`config.mk`:
```
export PLATFORM = sky130hd
export DESIGN_NAME = serial_subtractor
export DESIGN_NICKNAME = d
export VERILOG_FILES = /design/src/rtl/serial_subtractor.sv
export SDC_FILE = /design/constraint.sdc
export NUM_CORES = 1
export LEC_CHECK = 0
export CELL_PAD_IN_SITES_DETAIL_PLACEMENT = 0
export CELL_PAD_IN_SITES_GLOBAL_PLACEMENT = 1
export CORE_AREA = 2 2 91 49
export CTS_BUF_LIST = sky130_fd_sc_hd__clkbuf_4
export CTS_CLUSTER_SIZE = 10
export DETAILED_ROUTE_END_ITERATION = 16
export DIE_AREA = 0 0 93 51
export PLACE_DENSITY = 0.92
export SYNTH_ARGS = -nofsm -noshare
export SYNTH_HDL_FRONTEND = slang
export SYNTH_SLANG_ARGS = --single-unit
```
`constraint.sdc`:
```
create_clock -name clk -period 2.45 [get_ports clk]
set_input_delay 0.735 -clock clk [delete_from_list [all_inputs] [get_ports clk]]
set_output_delay 0.735 -clock clk [all_outputs]
set_load 0.005 [all_outputs]
```
`src/rtl/serial_subtractor.sv`:
```
// -----------------------------------------------------------------------------
// serial_subtractor
//   Bit-serial WIDTH-bit unsigned subtractor (a - b), LSB first, one bit per
//   clock through a single full-subtractor cell. A start/done handshake
//   launches an operation and flags its completion. DiffBout carries the
//   WIDTH-bit difference with the borrow-out in its MSB.
//
//   Optional feature macro: SERIAL_SUB_OVF_EN
//     When defined, adds output 'ovf': two's-complement overflow of a - b,
//     registered together with DiffBout at completion.
// -----------------------------------------------------------------------------
module serial_subtractor #(
   parameter int WIDTH = 7
) (
   input  logic             clk,
   input  logic             rst_n,
   input  logic             start,
   input  logic [WIDTH-1:0] a,
   input  logic [WIDTH-1:0] b,
   output logic             ready,
   output logic             busy,
   output logic             done,
   output logic [WIDTH:0]   DiffBout
`ifdef SERIAL_SUB_OVF_EN
   ,
   output logic             ovf
`endif
);

   localparam int CNT_W = (WIDTH > 1) ? $clog2(WIDTH) : 1;
   localparam logic [CNT_W-1:0] LAST_CNT = CNT_W'(WIDTH - 1);

   typedef enum logic [1:0] {
      ST_IDLE = 2'b00,
      ST_RUN  = 2'b01,
      ST_DONE = 2'b10
   } state_t;

   // One full-subtractor cell: returns {borrow_out, difference}.
   function automatic logic [1:0] full_sub(input logic x, input logic y, input logic bin);
      logic d;
      logic bout;
      d    = x ^ y ^ bin;
      bout = (~x & y) | (~(x ^ y) & bin);
      return {bout, d};
   endfunction

   state_t             state_r;
   state_t             state_nx_s;
   logic [WIDTH-1:0]   a_sh_r;
   logic [WIDTH-1:0]   b_sh_r;
   logic [WIDTH-1:0]   diff_sh_r;
   logic               br_r;
   logic [CNT_W-1:0]   count_r;
   logic               load_s;
   logic               shift_s;
   logic               finish_s;
   logic [1:0]         fs_s;

   // The single cell evaluated on the current LSBs and the stored borrow.
   always_comb begin
      fs_s = full_sub(a_sh_r[0], b_sh_r[0], br_r);
   end

   // Next-state and datapath control decode.
   always_comb begin
      state_nx_s = state_r;
      load_s     = 1'b0;
      shift_s    = 1'b0;
      finish_s   = 1'b0;
      case (state_r)
         ST_IDLE, ST_DONE: begin
            // DONE accepts a new start exactly like IDLE (back-to-back).
            if (start) begin
               load_s     = 1'b1;
               state_nx_s = ST_RUN;
            end else begin
               state_nx_s = ST_IDLE;
            end
         end
         ST_RUN: begin
            shift_s = 1'b1;
            if (count_r == LAST_CNT) begin
               finish_s   = 1'b1;
               state_nx_s = ST_DONE;
            end else begin
               state_nx_s = ST_RUN;
            end
         end
         default: begin
            state_nx_s = ST_IDLE;
         end
      endcase
   end

   // FSM state register.
   always_ff @(posedge clk or negedge rst_n) begin
      if (!rst_n) begin
         state_r <= ST_IDLE;
      end else begin
         state_r <= state_nx_s;
      end
   end

   // Operand/difference shift registers, borrow flop and bit counter.
   always_ff @(posedge clk or negedge rst_n) begin
      if (!rst_n) begin
         a_sh_r    <= '0;
         b_sh_r    <= '0;
         diff_sh_r <= '0;
         br_r      <= 1'b0;
         count_r   <= '0;
      end else if (load_s) begin
         a_sh_r    <= a;
         b_sh_r    <= b;
         diff_sh_r <= '0;
         br_r      <= 1'b0;
         count_r   <= '0;
      end else if (shift_s) begin
         a_sh_r    <= {1'b0, a_sh_r[WIDTH-1:1]};
         b_sh_r    <= {1'b0, b_sh_r[WIDTH-1:1]};
         diff_sh_r <= {fs_s[0], diff_sh_r[WIDTH-1:1]};
         br_r      <= fs_s[1];
         count_r   <= count_r + CNT_W'(1);
      end else begin
         a_sh_r    <= a_sh_r;
         b_sh_r    <= b_sh_r;
         diff_sh_r <= diff_sh_r;
         br_r      <= br_r;
         count_r   <= count_r;
      end
   end

   // Result register: only updated on the edge that processes the last bit,
   // so no partial difference is ever visible on DiffBout.
   always_ff @(posedge clk or negedge rst_n) begin
      if (!rst_n) begin
         DiffBout <= '0;
      end else if (finish_s) begin
         DiffBout <= {fs_s[1], fs_s[0], diff_sh_r[WIDTH-1:1]};
      end else begin
         DiffBout <= DiffBout;
      end
   end

`ifdef SERIAL_SUB_OVF_EN
   // Signed overflow: on the final bit a_sh_r[0]/b_sh_r[0] are the operand
   // sign bits and fs_s[0] is the result sign bit.
   always_ff @(posedge clk or negedge rst_n) begin
      if (!rst_n) begin
         ovf <= 1'b0;
      end else if (finish_s) begin
         ovf <= (a_sh_r[0] != b_sh_r[0]) && (fs_s[0] != a_sh_r[0]);
      end else begin
         ovf <= ovf;
      end
   end
`endif

   // Registered handshake outputs derived from the next state.
   always_ff @(posedge clk or negedge rst_n) begin
      if (!rst_n) begin
         ready <= 1'b1;
         busy  <= 1'b0;
         done  <= 1'b0;
      end else begin
         ready <= (state_nx_s != ST_RUN);
         busy  <= (state_nx_s == ST_RUN);
         done  <= finish_s;
      end
   end

endmodule

```
Yosys cells after proc, flatten, opt, wreduce, memory -nomap -nowiden
Index checks and enable logic that the tools add are counted.
Widths: inputs -> output; s select.

word-level totals
  logic and storage cells = 44
  bits in registers = 38
  latch bits = 0
  memories kept = 0
  bits in read-only memories = 0
  RAM bits = 0
  bits of input ports = 17

operators by class
  equality and inequality tests = 5
  div/mod/pow operators = 0
  magnitude comparators = 0
  reductions and logical operators = 3
  $mul = 0
  bitwise gates (word level) = 7
  add/sub/neg operators = 1
  mux-type cells = 18
  shifts and indexed selects = 0

operator list
  cell                 number
  $mux 7               6
  $mux 1               8
  $mux 3               2
  $eq 2x1->1 const B   2
  $pmux 2 s2           1
  $add 3x1->3 const B  1
  $eq 3x3->1 const B   1
  $and 1x1->1          2
  $eq 2x2->1 const B   1
  $logic_not 2->1      1
  $mux 2               1
  $ne 2x1->1 const B   1
  $not 1->1            2
  $reduce_bool 2->1    1
  $reduce_or 2->1      1
  $xor 1x1->1          2
  $or 1x1->1           1

Longest topological paths before layout
Gate-level depths: netlist of run 1.

  depth in word-level cells = 6
  mapped depth = 5

Worst setup path before layout of run 1
No wires, ideal clock.

  kind = input to register
  from = in start
  to = reg a_sh_r[0]
  library setup time = 126 ps
  setup slack = 955 ps
  data arrival time = 1369 ps
  stages = 4
  data required time = 2324 ps
  buffers on the path = 2
  cell sequence = buf_4 clkbuf_4 mux2i_1 mux2i_1

on the way
  longest elaborated chain between the ends = 3
  elaborated cells on any way between the ends = 4
  classes of those cells = mux: 3; reduce/logical: 1

ends and longest elaborated chain
  element                                             RTL line  text
  start: declaration                                  17        input logic start,
  $mux 1 (*)                                          74        if (start) begin
  $mux 1 (*)                                          71        case (state_r)
  $mux 7 / $reduce_bool 2->1 (equally long branches)  --
  end signal: assignment                              120       a_sh_r <= {1'b0, a_sh_r[WIDTH-1:1]};
  end signal: assignment                              126       a_sh_r <= a_sh_r;
  end: declaration                                    50        logic [WIDTH-1:0] a_sh_r;

Every way passes the cells marked *; elsewhere a longest branch is shown, timed or not.
A chain may end at the register's enable or synchronous reset.

Worst setup path in the final report of run 1
  from = reg ready
  to = out ready

RTL lines
  element                   RTL line  text
  start: declaration        20        output logic ready,
  start signal: assignment  167       ready <= (state_nx_s != ST_RUN);

No word-level cell between the ends.

==> flow_metrics.env, run 1 <==
export IMPL_cts_tree="built"
export IMPL_slew_headroom_pct=44.3
export IMPL_yosys_area_top_type="dfrtp_1"
export IMPL_place_gp_congestion=0.734
export IMPL_cp_slowest_stage_delay_ns=0.53
export IMPL_p_per_area_nw_per_um2=1070
export IMPL_synth_top_area_share_pct=48.3
export IMPL_hpwl_um=2290
export IMPL_critPathSlowestCell="dfstp_2"
export IMPL_grt_max_degree=38
export IMPL_cts_buffer_depth=2
export IMPL_die_area_um2=4740
export IMPL_first_iter_violations=45
export IMPL_net_switching_power_mw=0.767
export IMPL_area_delta_synth_final_pct=17.1
export IMPL_synthArstFlopShare_pct=100
export IMPL_clkLatencyLatePin_ns=0.35
export IMPL_cpLargestDelayFamily="flip-flops"
export IMPL_comb_power_share_pct=39.1
export IMPL_syn_area_per_cell_um2=13.9
export IMPL_grt_overflow=0
export IMPL_worst_slew_pin_slew_ns=0.836
export IMPL_min_period_ns=2.09
export IMPL_hold_class="in2async"
export IMPL_max_freq_mhz=478
export IMPL_yosys_top_cells_count="mux2i_1, dfrtp_1, mux2_2"
export IMPL_grt_pass1_wl_um=5480
export IMPL_core_um2=4080
export IMPL_fin_crit_sh_pct=85.4
export IMPL_status="completed"
export IMPL_final_cell_area_um2=2180
export IMPL_rsz0062_at_grt="false"
export IMPL_switching_share_pct=32.7
export IMPL_intPower_mw=1.58
export IMPL_drive_above_1_share_pct=17.7
export IMPL_synth_distinct_cells=24
export IMPL_cts_root_buffer_cell="clkbuf_4"
export IMPL_ctsHoldBuffers=0
export IMPL_routedWlPerCell_um=14.5
export IMPL_synthTopCellsByArea="dfrtp_1, mux2i_1, mux2_2"
export IMPL_skew_ns=0.0156
export IMPL_synth_most_common_cell="mux2i_1"
export IMPL_ys_ff_latch=37
export IMPL_critPathLaunchType="flop"
export IMPL_clk_pin_slew_ns=0.11
export IMPL_crit_fanout=1
export IMPL_die_w_um=93
export IMPL_ys_warn_count=0
export IMPL_die_y_um=51
export IMPL_first_pass_iters=4
export IMPL_initial_core_util_pct=45.6
export IMPL_fin_ws_ns=0.359
export IMPL_leakage_nw=1.06
export IMPL_wl_um=3200
export IMPL_pin_count=28
export IMPL_setup_tns_ns=0
export IMPL_port_buffers=27
export IMPL_ys_seq_area_share_pct=49.7
export IMPL_path_buf_inv=1
export IMPL_arrival_ns=1.36
export IMPL_insertedDiodeCount=0
export IMPL_irDropWorstVdd_mv=0.560
export IMPL_ant_nets=0
export IMPL_clock_power_share_pct=13.9
export IMPL_pwr_share_seq_pct=47.0
export IMPL_finalMaxSlewViolations=0
export IMPL_post_cts_buffers=0
export IMPL_placed_area_um2=2130
export IMPL_remaining_drc_errors=0
export IMPL_post_cts_resized=0
export IMPL_synthesis_nets=154
export IMPL_cp_cell_sequence="clkdlybuf4s50_1"
export IMPL_setup_violations=0
export IMPL_worstPathRequired_ns=1.71
export IMPL_synth_area_um2=1860
export IMPL_total_power_mw=2.35
export IMPL_grt_use_total_pct=15.5
export IMPL_cap_violations=0
export IMPL_synth_ff_type="dfrtp_1"
export IMPL_crit_path_end_kind="output pin"
export IMPL_synth_cells=134
export IMPL_criticalPathCategory="reg2out"
export IMPL_numCtsBuffers=5
export IMPL_nets=183
export IMPL_via_per_inst=5.01
export IMPL_finalHoldViolations=0
export IMPL_dp_slack_ns=0.442
export IMPL_antenna_found_initial=0
export IMPL_grt_pass1_vias=1138
export IMPL_fp_row_count=17
export IMPL_num_vias=1108
export IMPL_synth_edf_count=0
export IMPL_htree_levels=2
export IMPL_cts_sinks=37
==> final timing paths <==
path                       slack [ns]   startpoint           to  depth (start not counted)
min in group clk                 0.51  DiffBout[4]  DiffBout[4]                          1
setup / recovery                 0.36        ready        ready                          1
hold reg to reg                  0.51  DiffBout[4]  DiffBout[4]                          1
hold / removal                   0.46        rst_n  DiffBout[5]                          1
max in group asynchronous        1.47        rst_n    b_sh_r[0]                          1
setup reg to reg                 0.71   state_r[1]  DiffBout[2]                          2
==> cells by family after synthesis <==
kind of cell	count (synthesis)	synth area share (%)
multiplexers	55	30.5
XOR/XNOR	1	0.470
flip-flops	37	49.7
AND/OR/NAND/NOR	11	4.77
buffers and inverters	14	6.38
adder cells (fa/ha/maj)	3	2.42
AO/OA/AOI/OAI	13	5.70
==> metal layers <==
metal  up-vias  GRT usage (%)  share of wire [%]
met2        18           24.4                 46
met5         -              0                  0
li1        540              -                  -
met1       544           20.2                 49
met3         6           4.28                3.5
met4         0           7.35                1.5
==> sequential cells by signal, indices dropped and copies added (netlist names) <==
signal	flops
b_sh_r	7
busy	1
a_sh_r	7
state_r	2
br_r	1
DiffBout	8
diff_sh_r	6
ready	1
done	1
count_r	3
==> power by group through the flow <==
| stage | combinational [mW] | clock [mW] | sequential [mW] |
|---|---|---|---|
| 2_1_floorplan | 0.727 | 0 | 1.03 |
| 3_3_place_gp | 0.884 | 0 | 1.10 |
| 3_5_place_dp | 0.927 | 0 | 1.12 |
| 4_1_cts | 0.933 | 0.334 | 1.10 |
| 5_1_grt | 1.00 | 0.360 | 1.15 |
| 6_report | 0.918 | 0.326 | 1.10 |
==> cells in the final DEF (no fill, tap or decap) <==
cell type,synthesis,routed
a21oi_1,1,1
a221o_1,1,1
a22o_1,7,7
a32o_1,2,2
and2_1,1,1
buf_2,0,1
buf_4,2,3
clkbuf_4,1,7
clkdlybuf4s50_1,0,26
clkinv_1,0,1
dfrtp_1,36,36
dfstp_2,1,1
fa_1,1,1
ha_1,2,2
inv_1,6,6
mux2_2,15,15
mux2i_1,40,40
nand2b_1,4,4
nand3_1,2,2
nand4b_4,1,1
nor2_2,1,1
nor4bb_1,1,1
o21ai_0,2,2
or2b_1,1,1
xnor2_1,1,1
==> stage by stage <==
| step | instances | hold WS, ns | utilization (%) |
|---|---|---|---|
| final | 221 | 0.457 | 53.5 |
| after global routing | 221 | 0.524 | 53.5 |
| after CTS | 221 | 0.494 | 53.5 |
| after detailed placement | 213 | 0.494 | 52.1 |
| after global placement | 213 | 0.487 | 52.1 |
| after floorplan | 134 | 0.439 | - |
==> layout make-up <==
cell class | count | area (um^2)
clock buffer | 7 | 52.6
clock inverter | 1 | 3.75
fill | 357 | 1900
inverter | 6 | 22.5
multi-input combinational | 83 | 818
sequential | 37 | 927
tap | 57 | 71.3
timing repair buffer | 30 | 288
Note: power is estimated with default switching activity, not from simulation.
==> run 2, diff against run 1 <==
--- a/config.mk
+++ b/config.mk
@@ -16,3 +16,4 @@
 export SYNTH_ARGS = -nofsm -noshare
 export SYNTH_HDL_FRONTEND = slang
 export SYNTH_SLANG_ARGS = --single-unit
+export TNS_END_PERCENT = 30
==> results of run 2 <==
Same layout as run 1: the final DEF is identical, and so are final timing and power.
==> run 3, diff against run 2 <==
--- a/config.mk
+++ b/config.mk
@@ -7,12 +7,13 @@
 export LEC_CHECK = 0
 export CELL_PAD_IN_SITES_DETAIL_PLACEMENT = 0
 export CELL_PAD_IN_SITES_GLOBAL_PLACEMENT = 1
-export CORE_AREA = 2 2 91 49
-export CTS_BUF_LIST = sky130_fd_sc_hd__clkbuf_4
+export CORE_AREA = 2 2 93 50
+export CTS_BUF_LIST = sky130_fd_sc_hd__clkbuf_4 sky130_fd_sc_hd__clkbuf_8 sky130_fd_sc_hd__clkbuf_16
 export CTS_CLUSTER_SIZE = 10
 export DETAILED_ROUTE_END_ITERATION = 16
-export DIE_AREA = 0 0 93 51
-export PLACE_DENSITY = 0.92
+export DIE_AREA = 0 0 95 52
+export MAX_ROUTING_LAYER = met4
+export PLACE_DENSITY = 0.88
 export SYNTH_ARGS = -nofsm -noshare
 export SYNTH_HDL_FRONTEND = slang
 export SYNTH_SLANG_ARGS = --single-unit
==> run 3 against run 2 <==
  * Register-to-register slack improved by 0.14 ns
  * Die area up 4.2%
  * Sequential power hardly changed
  * Sequential share of layout area shrank 0.93 points
  * Largest power group unchanged
  * Critical endpoint unchanged
  * Highest routed layer unchanged
  * Largest cell class unchanged
  * Combinational power grew 2%
  * Wire length up 3.5%
  * Clock skew down 0.010 ns
  * Sequential cell count did not move
  * Power increased by 5.8%
  * Critical path depth unchanged
==> flow_metrics.env, run 3 (same netlist as run 1, synthesis figures left out) <==
export IMPL_critPathSlowestCell="dfstp_2"
export IMPL_hpwl_um=2260
export IMPL_stdcell_count=222
export IMPL_routedWlPerCell_um=14.9
export IMPL_die_area_um2=4940
export IMPL_worst_slew_pin_slew_ns=0.826
export IMPL_total_power_mw=2.48
export IMPL_r2r_end="busy"
export IMPL_worstPathRequired_ns=1.71
export IMPL_max_freq_mhz=497
export IMPL_final_common_cell="mux2i_1"
export IMPL_hold_depth=1
export IMPL_largest_reg_flops=8
export IMPL_min_period_ns=2.01
export IMPL_fp_row_count=17
export IMPL_largest_register="DiffBout"
export IMPL_pwr_share_seq_pct=44.0
export IMPL_grt_overflow=0
export IMPL_grt_max_degree=38
export IMPL_clock_power_share_pct=18.4
export IMPL_insertedDiodeCount=0
export IMPL_cp_slowest_stage_delay_ns=0.52
export IMPL_numCtsBuffers=5
export IMPL_first_iter_violations=34
export IMPL_largest_registers="DiffBout x8, a_sh_r x7, b_sh_r x7"
export IMPL_grt_use_total_pct=15.5
export IMPL_switching_share_pct=31.4
export IMPL_r2r_slack_ns=0.85
export IMPL_intPower_mw=1.70
export IMPL_cts_root_buffer_cell="clkbuf_8"
export IMPL_initial_core_util_pct=44.5
export IMPL_port_buffers=27
export IMPL_post_cts_resized=0
export IMPL_place_gp_congestion=0.753
export IMPL_post_cts_buffers=0
export IMPL_cts_buffer_depth=2
export IMPL_final_cell_area_um2=2230
export IMPL_core_um2=4190
export IMPL_status="completed"
export IMPL_cts_tree="built"
export IMPL_finalMaxSlewViolations=0
export IMPL_cts_sinks=37
export IMPL_first_pass_iters=4
export IMPL_crit_fanout=1
export IMPL_post_route_util_pct=53.3
export IMPL_arrival_ns=1.28
export IMPL_nets=184
export IMPL_drive_above_1_share_pct=18.8
export IMPL_remaining_drc_errors=0
export IMPL_min_from="DiffBout[1]"
export IMPL_die_y_um=52
export IMPL_cpLargestDelayFamily="flip-flops"
export IMPL_comb_power_share_pct=37.7
export IMPL_ctsHoldBuffers=0
export IMPL_leakage_nw=1.08
export IMPL_finalHoldViolations=0
export IMPL_pin_count=28
export IMPL_irDropWorstVdd_mv=0.360
export IMPL_wl_um=3310
export IMPL_skew_ns=0.00514
export IMPL_rr_worst_depth=3
export IMPL_criticalPathCategory="reg2out"
export IMPL_ant_nets=0
export IMPL_layout_common_cells="mux2i_1, dfrtp_1, clkdlybuf4s50_1"
export IMPL_area_delta_synth_final_pct=19.7
export IMPL_htree_levels=2
export IMPL_cap_violations=0
export IMPL_reg2reg_from="state_r[1]"
export IMPL_cp_cell_sequence="clkdlybuf4s50_1"
export IMPL_net_switching_power_mw=0.780
export IMPL_grt_pass1_wl_um=5530
export IMPL_setup_tns_ns=0
export IMPL_slew_headroom_pct=44.9
export IMPL_path_buf_inv=1
export IMPL_hold_class="reg2reg"
export IMPL_fin_crit_sh_pct=82.1
export IMPL_placed_cells=214
export IMPL_setup_violations=0
export IMPL_via_per_inst=5.09
export IMPL_p_per_area_nw_per_um2=1110
export IMPL_die_w_um=95
export IMPL_rsz0062_at_grt="false"
export IMPL_grt_pass1_vias=1137
export IMPL_whs_endpoint="DiffBout[1]"
export IMPL_antenna_found_initial=0
export IMPL_crit_path_end_kind="output pin"
export IMPL_placed_area_um2=2130
export IMPL_clkLatencyLatePin_ns=0.28
export IMPL_clk_pin_slew_ns=0.07
export IMPL_num_vias=1130
export IMPL_critPathLaunchType="flop"
export IMPL_crit_start="ready"
run 3: cell count changes in the layout (fill, tap and decap cells not counted), sizes merged:
cell	delta
buf	+1
clkbuf	+1
clkinv	-1
run 3: how the worst max path moves through the flow:
stage | end | slack, ns | cells past startpoint
6_report | ready | 0.44 | 1
5_1_grt | ready | 0.40 | 1
4_1_cts | ready | 0.42 | 1
3_5_place_dp | b_sh_r[5] | 0.45 | 4
3_3_place_gp | a_sh_r[6] | 0.52 | 4
2_1_floorplan | a_sh_r[0] | 0.96 | 4
run 3: metrics by stage:
step           hold slack (ns)  setup WS (ns)
2_1_floorplan            0.439          0.955
3_3_place_gp             0.487          0.519
3_5_place_dp             0.492          0.451
4_1_cts                  0.508          0.423
5_1_grt                  0.532          0.401
6_report                 0.506          0.439
run 3: power by group through the flow:
stage / combinational [mW] / sequential (mW) / clock (mW)
final: 0.935 / 1.09 / 0.456
after global routing: 1.03 / 1.13 / 0.497
after CTS: 0.949 / 1.09 / 0.467
after detailed placement: 0.945 / 1.10 / 0
after global placement: 0.909 / 1.08 / 0
after floorplan: 0.727 / 1.03 / 0
run 3: per-layer routing:
layer / vias up / track usage [%] / routed length [um]
met3: 2 / 4.64 / 139
met5: - / - / 0
met1: 566 / 20.9 / 1660
met2: 20 / 22.1 / 1490
li1: 542 / - / -
met4: 0 / 6.28 / 19
run 3: cell type report:
| cell class | count | area, um^2 |
|---|---|---|
| fillers | 349 | 1960 |
| repair buffers | 31 | 295 |
| clock buffers | 8 | 97.6 |
| multi-input cells | 83 | 818 |
| well taps | 57 | 71.3 |
| inverters | 6 | 22.5 |
| flip-flops and latches | 37 | 927 |
run 3: worst register-to-register path: stages, from the launching register on:
cell	delay [ns]
dfrtp_1	0.73
buf_4	0.36
a21oi_1	0.11
mux2_2	0.28
